--- config.mk ---
export PLATFORM = sky130hd
export DESIGN_NAME = dense_mac_array
export DESIGN_NICKNAME = d
export VERILOG_FILES = /design/src/rtl/dense_pkg.sv /design/src/rtl/dense_lane.sv /design/src/rtl/dense_mac_array.sv
export SDC_FILE = /design/constraint.sdc
export NUM_CORES = 2
export LEC_CHECK = 0
export ABC_AREA = 0
export CELL_PAD_IN_SITES_DETAIL_PLACEMENT = 0
export CELL_PAD_IN_SITES_GLOBAL_PLACEMENT = 1
export CORE_UTILIZATION = 46
export DETAILED_ROUTE_END_ITERATION = 7
export PLACE_DENSITY_LB_ADDON = 0.1
export SLEW_MARGIN = 20
export SYNTH_ARGS = -nofsm -noshare
export SYNTH_HDL_FRONTEND = slang
export SYNTH_SLANG_ARGS = --single-unit
--- constraint.sdc ---
create_clock -name clk -period 12.8 [get_ports clk]
set_input_delay 2.56 -clock clk [delete_from_list [all_inputs] [get_ports clk]]
set_output_delay 2.56 -clock clk [all_outputs]
set_load 0.01 [all_outputs]
--- src/rtl/dense_pkg.sv ---
// Shared definitions for the dense MAC array: FSM state encoding and default Q-format constants.
// Q8.24 is the default number format; Q_ONE is 1.0 in that format.
package dense_pkg;

    typedef enum logic [2:0] {
        ST_IDLE   = 3'd0,
        ST_ACT    = 3'd1,
        ST_WEIGHT = 3'd2,
        ST_BIAS   = 3'd3,
        ST_DONE   = 3'd4
    } state_t;

    localparam int DEF_DATA_W = 32;
    localparam int DEF_FRAC_W = 24;
    localparam logic [DEF_DATA_W-1:0] Q_ONE = DEF_DATA_W'(1) << DEF_FRAC_W;

endpackage

--- src/rtl/dense_lane.sv ---
// One neuron lane: fixed-point multiply/shift, wrapping accumulator, ReLU and saturation.
// Latency: result is combinational from the accumulator's next value; accumulator updates on the strobe edge.
// Backpressure: none; the lane only moves when the top asserts clear/mac_en/bias_en.
module dense_lane import dense_pkg::*; #(
    parameter int DATA_W = DEF_DATA_W,
    parameter int FRAC_W = DEF_FRAC_W,
    parameter int ACC_W  = 48
) (
    input  logic              clk,
    input  logic              reset,
    input  logic              clear,
    input  logic              mac_en,
    input  logic              bias_en,
    input  logic [DATA_W-1:0] act,
    input  logic [DATA_W-1:0] word,
    input  logic              relu,
    output logic [DATA_W-1:0] result
);

    // Product width must hold the full 2*DATA_W product and the accumulator width.
    localparam int PW = (2*DATA_W > ACC_W) ? 2*DATA_W : ACC_W;
    localparam logic signed [ACC_W-1:0] SAT_HI =
        $signed((ACC_W'(1) << (DATA_W-1)) - ACC_W'(1));
    localparam logic signed [ACC_W-1:0] SAT_LO = ~SAT_HI;

    logic signed [ACC_W-1:0] acc, acc_nxt, base, prod_acc, bias_ext, relu_val, sat_val;
    logic signed [PW-1:0]    act_ext, word_ext, prod;

    always_comb begin
        act_ext  = PW'($signed(act));
        word_ext = PW'($signed(word));
        prod     = act_ext * word_ext;
        prod_acc = ACC_W'(prod >>> FRAC_W);
        bias_ext = ACC_W'($signed(word));
        base     = clear ? '0 : acc;
        acc_nxt  = base;
        if (mac_en) begin
            acc_nxt = base + prod_acc;
        end else if (bias_en) begin
            acc_nxt = base + bias_ext;
        end
        relu_val = (relu && (acc_nxt < 0)) ? '0 : acc_nxt;
        if (relu_val > SAT_HI) begin
            sat_val = SAT_HI;
        end else if (relu_val < SAT_LO) begin
            sat_val = SAT_LO;
        end else begin
            sat_val = relu_val;
        end
        result = sat_val[DATA_W-1:0];
    end

    always_ff @(posedge clk or negedge reset) begin
        if (!reset) begin
            acc <= '0;
        end else begin
            acc <= acc_nxt;
        end
    end

endmodule

--- src/rtl/dense_mac_array.sv ---
// LANES-wide fully-connected layer slice fed from one interleaved activation/weight/bias word stream.
// Latency: result set registered on the last bias transfer; out_valid high the following cycle.
// Backpressure: in_ready low only while a result waits in DONE; in_valid gaps hold all state.
module dense_mac_array import dense_pkg::*; #(
    parameter int DATA_W = DEF_DATA_W,
    parameter int FRAC_W = DEF_FRAC_W,
    parameter int ACC_W  = 48,
    parameter int LANES  = 4,
    parameter int LEN_W  = 16
) (
    input  logic                    clk,
    input  logic                    reset,
    input  logic [DATA_W-1:0]       in_data,
    input  logic                    in_valid,
    output logic                    in_ready,
    input  logic [LEN_W-1:0]        length,
    input  logic                    relu_en,
    output logic [LANES*DATA_W-1:0] out_data,
    output logic                    out_valid,
    input  logic                    out_ready,
    output logic                    busy
);

    localparam int LC_W = (LANES > 1) ? $clog2(LANES) : 1;

    state_t                  state;
    logic [LEN_W-1:0]        len_r, elem_cnt;
    logic [LC_W-1:0]         lane_cnt, sel;
    logic                    relu_r, relu_cur, xfer, last_lane, clear;
    logic                    mac_stb, bias_stb;
    logic [DATA_W-1:0]       act_r;
    logic [LANES*DATA_W-1:0] lane_res, out_r;

    assign in_ready = (state != ST_DONE);
    assign busy     = (state != ST_IDLE);
    assign out_data = out_r;
    assign xfer     = in_valid && in_ready;

    // A zero-length vector feeds b_0 straight from IDLE, so lane 0 and the live relu_en apply there.
    assign sel       = (state == ST_IDLE) ? '0 : lane_cnt;
    assign last_lane = (sel == LC_W'(LANES-1));
    assign relu_cur  = (state == ST_IDLE) ? relu_en : relu_r;
    assign clear     = xfer && (state == ST_IDLE);
    assign mac_stb   = xfer && (state == ST_WEIGHT);
    assign bias_stb  = xfer && ((state == ST_BIAS) || ((state == ST_IDLE) && (length == '0)));

    for (genvar l = 0; l < LANES; l++) begin : g_lane
        dense_lane #(
            .DATA_W (DATA_W),
            .FRAC_W (FRAC_W),
            .ACC_W  (ACC_W)
        ) u_lane (
            .clk     (clk),
            .reset   (reset),
            .clear   (clear),
            .mac_en  (mac_stb && (sel == LC_W'(l))),
            .bias_en (bias_stb && (sel == LC_W'(l))),
            .act     (act_r),
            .word    (in_data),
            .relu    (relu_cur),
            .result  (lane_res[l*DATA_W +: DATA_W])
        );
    end

    always_ff @(posedge clk or negedge reset) begin
        if (!reset) begin
            state     <= ST_IDLE;
            len_r     <= '0;
            elem_cnt  <= '0;
            lane_cnt  <= '0;
            relu_r    <= 1'b0;
            act_r     <= '0;
            out_r     <= '0;
            out_valid <= 1'b0;
        end else begin
            case (state)
                ST_IDLE: if (xfer) begin
                    len_r  <= length;
                    relu_r <= relu_en;
                    if (length == '0) begin
                        if (last_lane) begin
                            lane_cnt  <= '0;
                            out_r     <= lane_res;
                            out_valid <= 1'b1;
                            state     <= ST_DONE;
                        end else begin
                            lane_cnt <= sel + 1'b1;
                            state    <= ST_BIAS;
                        end
                    end else begin
                        act_r    <= in_data;
                        elem_cnt <= LEN_W'(1);
                        lane_cnt <= '0;
                        state    <= ST_WEIGHT;
                    end
                end
                ST_ACT: if (xfer) begin
                    act_r    <= in_data;
                    elem_cnt <= elem_cnt + 1'b1;
                    state    <= ST_WEIGHT;
                end
                ST_WEIGHT: if (xfer) begin
                    if (last_lane) begin
                        lane_cnt <= '0;
                        state    <= (elem_cnt == len_r) ? ST_BIAS : ST_ACT;
                    end else begin
                        lane_cnt <= sel + 1'b1;
                    end
                end
                ST_BIAS: if (xfer) begin
                    if (last_lane) begin
                        lane_cnt  <= '0;
                        out_r     <= lane_res;
                        out_valid <= 1'b1;
                        state     <= ST_DONE;
                    end else begin
                        lane_cnt <= sel + 1'b1;
                    end
                end
                ST_DONE: if (out_ready) begin
                    out_valid <= 1'b0;
                    state     <= ST_IDLE;
                end
                default: state <= ST_IDLE;
            endcase
        end
    end

endmodule

# After elaboration in Yosys (flattened, before gate mapping)
# Index checks and enable logic that the tools add are counted.
# word_totals
elab_cells	148
inputBits	53
register_bits	391
out_inout_bits	131
# classes
muxes	61
n_addsub	10
n_reduce_logical	33
mul	1
n_lt_le_gt_ge	12
n_eq_ne	19
# ops
operator	n
48-bit 2-to-1 mux	16
128-bit 2-to-1 mux	4
32-bit 2-to-1 mux	11
128-bit one-hot mux with 2 select lines	1
48-bit by 32-bit adder with 48-bit output	4
48-bit by 40-bit adder with 48-bit output	4
48-bit by 32-bit greater-than comparator with 1-bit output (second input constant)	4
48-bit by 1-bit less-than comparator with 1-bit output (second input constant)	4
48-bit by 32-bit less-than comparator with 1-bit output (second input constant)	4
32-bit by 32-bit multiplier with 64-bit output	1
32-bit one-hot mux with 2 select lines	1
16-bit 2-to-1 mux	3
16-bit one-hot mux with 2 select lines	1
3-bit 2-to-1 mux	9
1-bit logical AND	17
16-bit by 1-bit adder with 16-bit output (second input constant)	1
16-bit equality test	1
16-bit zero test	1
2-bit inequality test (second input constant)	8
3-bit one-hot mux with 5 select lines	1
2-bit 2-to-1 mux	6
4-bit AND reduction	2
7-bit AND reduction	1
3-bit by 2-bit equality test with 1-bit output (second input constant)	2
other kinds (19)	29

# Longest topological paths before layout
# logic_depth
depth_word	17
depth_mapped	52
depth_no_buf	49

# Hierarchy
# Synthesis repeated with hierarchy kept, for this count alone.
# hier_totals
hier_cells	20102
area_unflattened_um2	182762.8
# by_module_without_submodules
mod	instances	cells_per_inst	seq_area_each_um2	area_each_um2
dense_lane (g_lane[1].u_lane ...)	2	4855	1201.2	43447.9
dense_lane (g_lane[0].u_lane)	1	4964	1201.2	43863.3
dense_lane (g_lane[3].u_lane)	1	4863	1201.2	43301.5
dense_mac_array	1	565	4979.8	8702.1

# Worst setup path before layout
# Ideal clock, no wire load.
# synth_timing
path_kind	in2reg
from	input in_data[5]
to	register out_r[110], in the netlist out_data[110]
n_path_buf	4
path_stages	43
setup_ns	0.123
setup_slack_ns	-1.733
required_time_ns	12.677
t_arrival_ns	14.410
cell_sequence	clkbuf_1 > nand2_1 > inv_1 > fa_1 > fa_1 > fa_1 > fa_1 > inv_1 > fa_1 > inv_1 > fa_1 > fa_1 > fa_1 > ha_1 > clkbuf_1 > and3_1 > clkbuf_1 > nand2_1 > [7 not listed] > nand2b_1 > a21oi_1 > xnor2_1 > ha_1 > a21o_1 > a21o_1 > a21o_1 > a221o_1 > or3_1 > a21oi_1 > a21oi_1 > or4_1 > or4_1 > or4_1 > or4_1 > o41a_1 > buf_6 > o221a_1
# synth_via
elab_chain_cells	13
elab_cells_between_ends	17
# synth_lines
element	line	rtl
start: declaration	dense_mac_array.sv:13	input logic [DATA_W-1:0] in_data,
32-bit by 32-bit multiplier with 64-bit output or 48-bit by 32-bit adder with 48-bit output (tied branches)	dense_lane.sv:32, dense_lane.sv:40	
48-bit by 40-bit adder with 48-bit output or 48-bit 2-to-1 mux (tied branches)	dense_lane.sv:38, dense_lane.sv:39	
48-bit 2-to-1 mux (*)	dense_lane.sv:37	if (mac_en) begin
named net g_lane[3].u_lane.acc_nxt[36]	dense_lane.sv:26	logic signed [ACC_W-1:0] acc, acc_nxt, base, prod_acc, bias_ext, relu_val, sat_val;
48-bit by 1-bit less-than comparator with 1-bit output	dense_lane.sv:42	relu_val = (relu && (acc_nxt < 0)) ? '0 : acc_nxt;
1-bit logical AND	dense_lane.sv:42	
48-bit 2-to-1 mux (*)	dense_lane.sv:42	
48-bit by 32-bit less-than comparator with 1-bit output	dense_lane.sv:45	end else if (relu_val < SAT_LO) begin
32-bit 2-to-1 mux	dense_lane.sv:45	
32-bit 2-to-1 mux (*)	dense_lane.sv:43	if (relu_val > SAT_HI) begin
128-bit 2-to-1 mux (*)	dense_mac_array.sv:81, dense_mac_array.sv:111	
128-bit 2-to-1 mux	dense_mac_array.sv:80	if (length == '0) begin
128-bit 2-to-1 mux	dense_mac_array.sv:77	ST_IDLE: if (xfer) begin
128-bit one-hot mux with 2 select lines (*)	dense_mac_array.sv:76	case (state)
end signal: assignment	dense_mac_array.sv:83	out_r <= lane_res;
end signal: assignment	dense_mac_array.sv:113	out_r <= lane_res;
end: declaration	dense_mac_array.sv:32	logic [LANES*DATA_W-1:0] lane_res, out_r;
# Mark *: on every way through the listed nets, which the timed path passes. The rest lies on a longest branch. The select of a mux whose other input is x is not followed.
# A chain may end at the register's enable or synchronous reset.

# Final worst setup path
# layout_timing
from	input in_data[31]
to	register out_r[115], in the netlist out_data[115]
# Same word-level chain as after synthesis.

==> metrics.csv <==
stage;metric;value;unit
sta;Slew headroom;0.148;
clock_tree;clock slew at reported path FFs;0.06;ns
setup_path;Worst Setup Start Kind;input pin;
finish;most common cell after layout, fill and taps aside;buf_4;
sta;Final WS setup;-1.34;ns
finish;cell area after layout;91800;um^2
setup_path;Worst Path Buf+Inv;7;
setup_path;Stages on worst setup path;48;
clock_tree;CTS Hold Bufs;0;
drt;final wirelength;273000;um
grt;total grt overflow;0;
setup_path;critical path required time;13.43;ns
setup_path;kind of end point of the critical path;register;
sta;Hold Vio Cnt, Final;0;
clock_tree;CTS tree;yes;
place;DP Area;86700;um^2
grt;gr usage total;0.337;
sta;Worst-Margin Slew;1.24;ns
sta;Final period util;1.10;
finish;final net count;11500;
logic_synthesis;FFs w/ async S/R, synth;1.00;
logic_synthesis;share of the synthesized area in the top cell type;0.295;
setup_path;slowest CP cell;fa_2;
logic_synthesis;synth warn;0;
logic_synthesis;Avg Inst Size Synth;8.50;um^2
clock_tree;CTS Buffer Depth;3;
floorplan;starting density of the core;0.465;
clock_tree;Root Buffer;clkbuf_16;
floorplan;num ports;184;
place;hpwl dp;219000;um
drt;DR pass1 iterations;8;
sta;final setup violation count;128;
drt;drt initial violations;4699;
setup_path;flop2flop setup slack;-0.12;ns
sta;Slew Limit Fails;0;
drt;number of routed nets with antenna violations;0;
min_path;Hold Crit Depth;2;
logic_synthesis;Post-Synthesis Cells;8686;
place;PortBufs;183;
setup_path;Setup CP Type;in2reg;
floorplan;chip width;403;um
logic_synthesis;Yosys reg bits;391;
setup_path;cell mode on critical path;fa_1;
finish;share of cells above drive strength 1;0.192;
logic_synthesis;post-synthesis mux area share;0.00766;
logic_synthesis;Yosys top cell by area;fa_1;
setup_path;FF-to-FF path depth;45;
floorplan;total die area;162000;um^2
grt;initial antenna violation count;14;
drt;DRC Markers;0;
logic_synthesis;Synth Area in Simple Gates;0.187;
clock_tree;cts bufs inserted;58;
logic_synthesis;sequential fraction of the synthesis area;0.132;
place;GP Congestion;0.976;
sta;min Tclk post-route;14.14;ns
setup_path;Top delay family on crit path;adder cells;
finish;Area growth syn-to-layout;24.3;%
grt;largest net degree at the start of global routing;143;
finish;Layout fillers;14400;
drt;via count;67400;
grt;vias in the first global route;69400;
logic_synthesis;synth unique cells;118;
setup_path;crit-path max cell delay;0.61;ns
finish;most frequent cells in the layout;1,158 x buf_4, 1,109 x inv_1, 1,048 x fa_1;
grt;first-pass GRT wire length;420000;um
setup_path;Critical path origin;in_data[31];
flow_run;Max-Cap Viols;0;
logic_synthesis;Synth Area in XOR/XNOR;0.0424;
floorplan;die height;403;um
floorplan;cell row count;146;
sta;Max Clk Rate;70.7;MHz
drt;WL/cell;22.9;um
floorplan;core area;159000;um^2
logic_synthesis;number of flops mapped to enable cells by yosys;0;
logic_synthesis;top cells by area, synth;fa_1 30%, dfrtp_1 13%, ha_1 8.9%;
sta;RSZ-0062 raised after global routing;true;
setup_path;CP Data Arrival Time;14.76;ns
clock_tree;Clock Sinks;391;
outcome;failing checks;negative setup slack;
logic_synthesis;prevailing post-synth register cell;dfrtp_1;
clock_tree;Worst-Skew Late Latency;0.75;ns
sta;Max Clock Skew;0.0771;ns
outcome;outcome;finished, violations left;
drt;vias per inst;5.65;
logic_synthesis;Mapped Area;73900;um^2
logic_synthesis;post-synthesis adder-cell area fraction;0.386;
min_path;hold path startpoint;out_data[31]$_DFFE_PN0P_;
setup_path;launch point of the worst reg-to-reg path;act_r[31]$_DFFE_PN0P_;
setup_path;CP max FO;8;
logic_synthesis;Post-Syn Nets;10400;
logic_synthesis;main combinational cell family by area after synthesis;adder cells;
clock_tree;H-tree Lvls;2;
logic_synthesis;Compound-Gate Fraction of Synth Area;0.165;
min_path;Worst Hold Class;reg2reg;
==> path summary, 6_finish.rpt <==
kind | endpoint
max reg2reg | out_data[115]$_DFFE_PN0P_
min | out_data[31]$_DFFE_PN0P_
max in group asynchronous | out_data[12]$_DFFE_PN0P_
max | out_data[115]$_DFFE_PN0P_
min reg2reg | out_data[31]$_DFFE_PN0P_
min in group asynchronous | act_r[6]$_DFFE_PN0P_
==> worst min-delay path: cells and delay by family (launching register included) <==
| kind | cells | cell delay [ns] |
|---|---|---|
| flip-flops | 1 | 0.34 |
| AND/OR/NAND/NOR | 2 | 0.10 |
==> Yosys cell counts (22+ instances only) <==
| library cell | count |
|---|---|
| nand2_1 | 1061 |
| nand4_1 | 60 |
| o211ai_1 | 48 |
| and2_1 | 618 |
| ha_1 | 528 |
| a211oi_1 | 133 |
| a21oi_1 | 557 |
| buf_2 | 22 |
| inv_1 | 1132 |
| nor2_1 | 517 |
| o2111ai_1 | 22 |
| dfrtp_1 | 391 |
| fa_1 | 1089 |
| xnor2_1 | 212 |
| o21bai_1 | 49 |
| a31oi_1 | 68 |
| clkbuf_1 | 354 |
| o31ai_1 | 44 |
| nor4_1 | 42 |
| nor2b_1 | 48 |
| o21a_1 | 89 |
| a21o_1 | 175 |
| xor2_1 | 135 |
| nand3_1 | 135 |
| or3_1 | 37 |
| o21ai_0 | 338 |
| nor3_1 | 110 |
| nand2b_1 | 63 |
| mux2i_1 | 34 |
| and3_1 | 69 |
==> routing by layer <==
layer | GRT usage | wire length, um | vias to the layer above
li1 | - | - | 31000
met1 | 0.445 | 116000 | 34100
met2 | 0.565 | 129000 | 1855
met3 | 0.0409 | 15300 | 446
met4 | 0.126 | 12300 | 10
met5 | 0 | 52 | -
==> sequential cells by signal, summed over array words and instances, names as in the netlist <==
| name | count |
|---|---|
| g_lane.u_lane.acc | 192 |
| out_data | 128 |
| act_r | 32 |
| elem_cnt | 16 |
| len_r | 16 |
| state | 3 |
| lane_cnt | 2 |
| out_valid | 1 |
| relu_r | 1 |
==> final cells by class <==
cell class              count  area [um^2]  share of cell area
multi-input cells        6751        60300               0.656
repair buffers           1459        12800               0.139
flip-flops and latches    391         9780               0.107
inverters                1142         4290              0.0468
well taps                2072         2590              0.0282
clock buffers              71         1580              0.0172
clock inverters            37          513             0.00559
diodes                      4         10.0            0.000109
==> timing repair <==
| action | in CTS | in global routing |
|---|---|---|
| resized for setup | 302 | 204 |
| endpoints found under the hold margin | 0 | 0 |
| setup endpoints to repair | 154 | 153 |
| pin swaps | 143 | 145 |
| gates cloned | 12 | 5 |
| buffers inserted | 47 | 27 |
==> cell families after synthesis <==
kind of cell	Yosys count
AO/OA/AOI/OAI	1857
XOR/XNOR	351
adder cells (fa/ha/maj)	1626
buffers and inverters	1544
flip-flops	391
multiplexers	54
AND/OR/NAND/NOR	2863
==> through the flow <==
step | worst slack, ns | utilization | instances | hold slack (ns) | setup TNS, ns
after CTS | -1.22 | 0.571 | 11900 | 0.477 | -109.52
after detailed placement | -2.44 | 0.545 | 11700 | 0.465 | -316.53
final | -1.34 | 0.578 | 11900 | 0.473 | -110.22
after global routing | -1.67 | 0.578 | 11900 | 0.496 | -155.93
after floorplan | -1.19 | - | 8686 | 0.448 | -65.29
after global placement | -2.41 | 0.545 | 11700 | 0.455 | -303.94
Power is left out: the tool's default activity adds up to more than one toggle a clock period on the data nets, which glitch-free logic cannot reach.
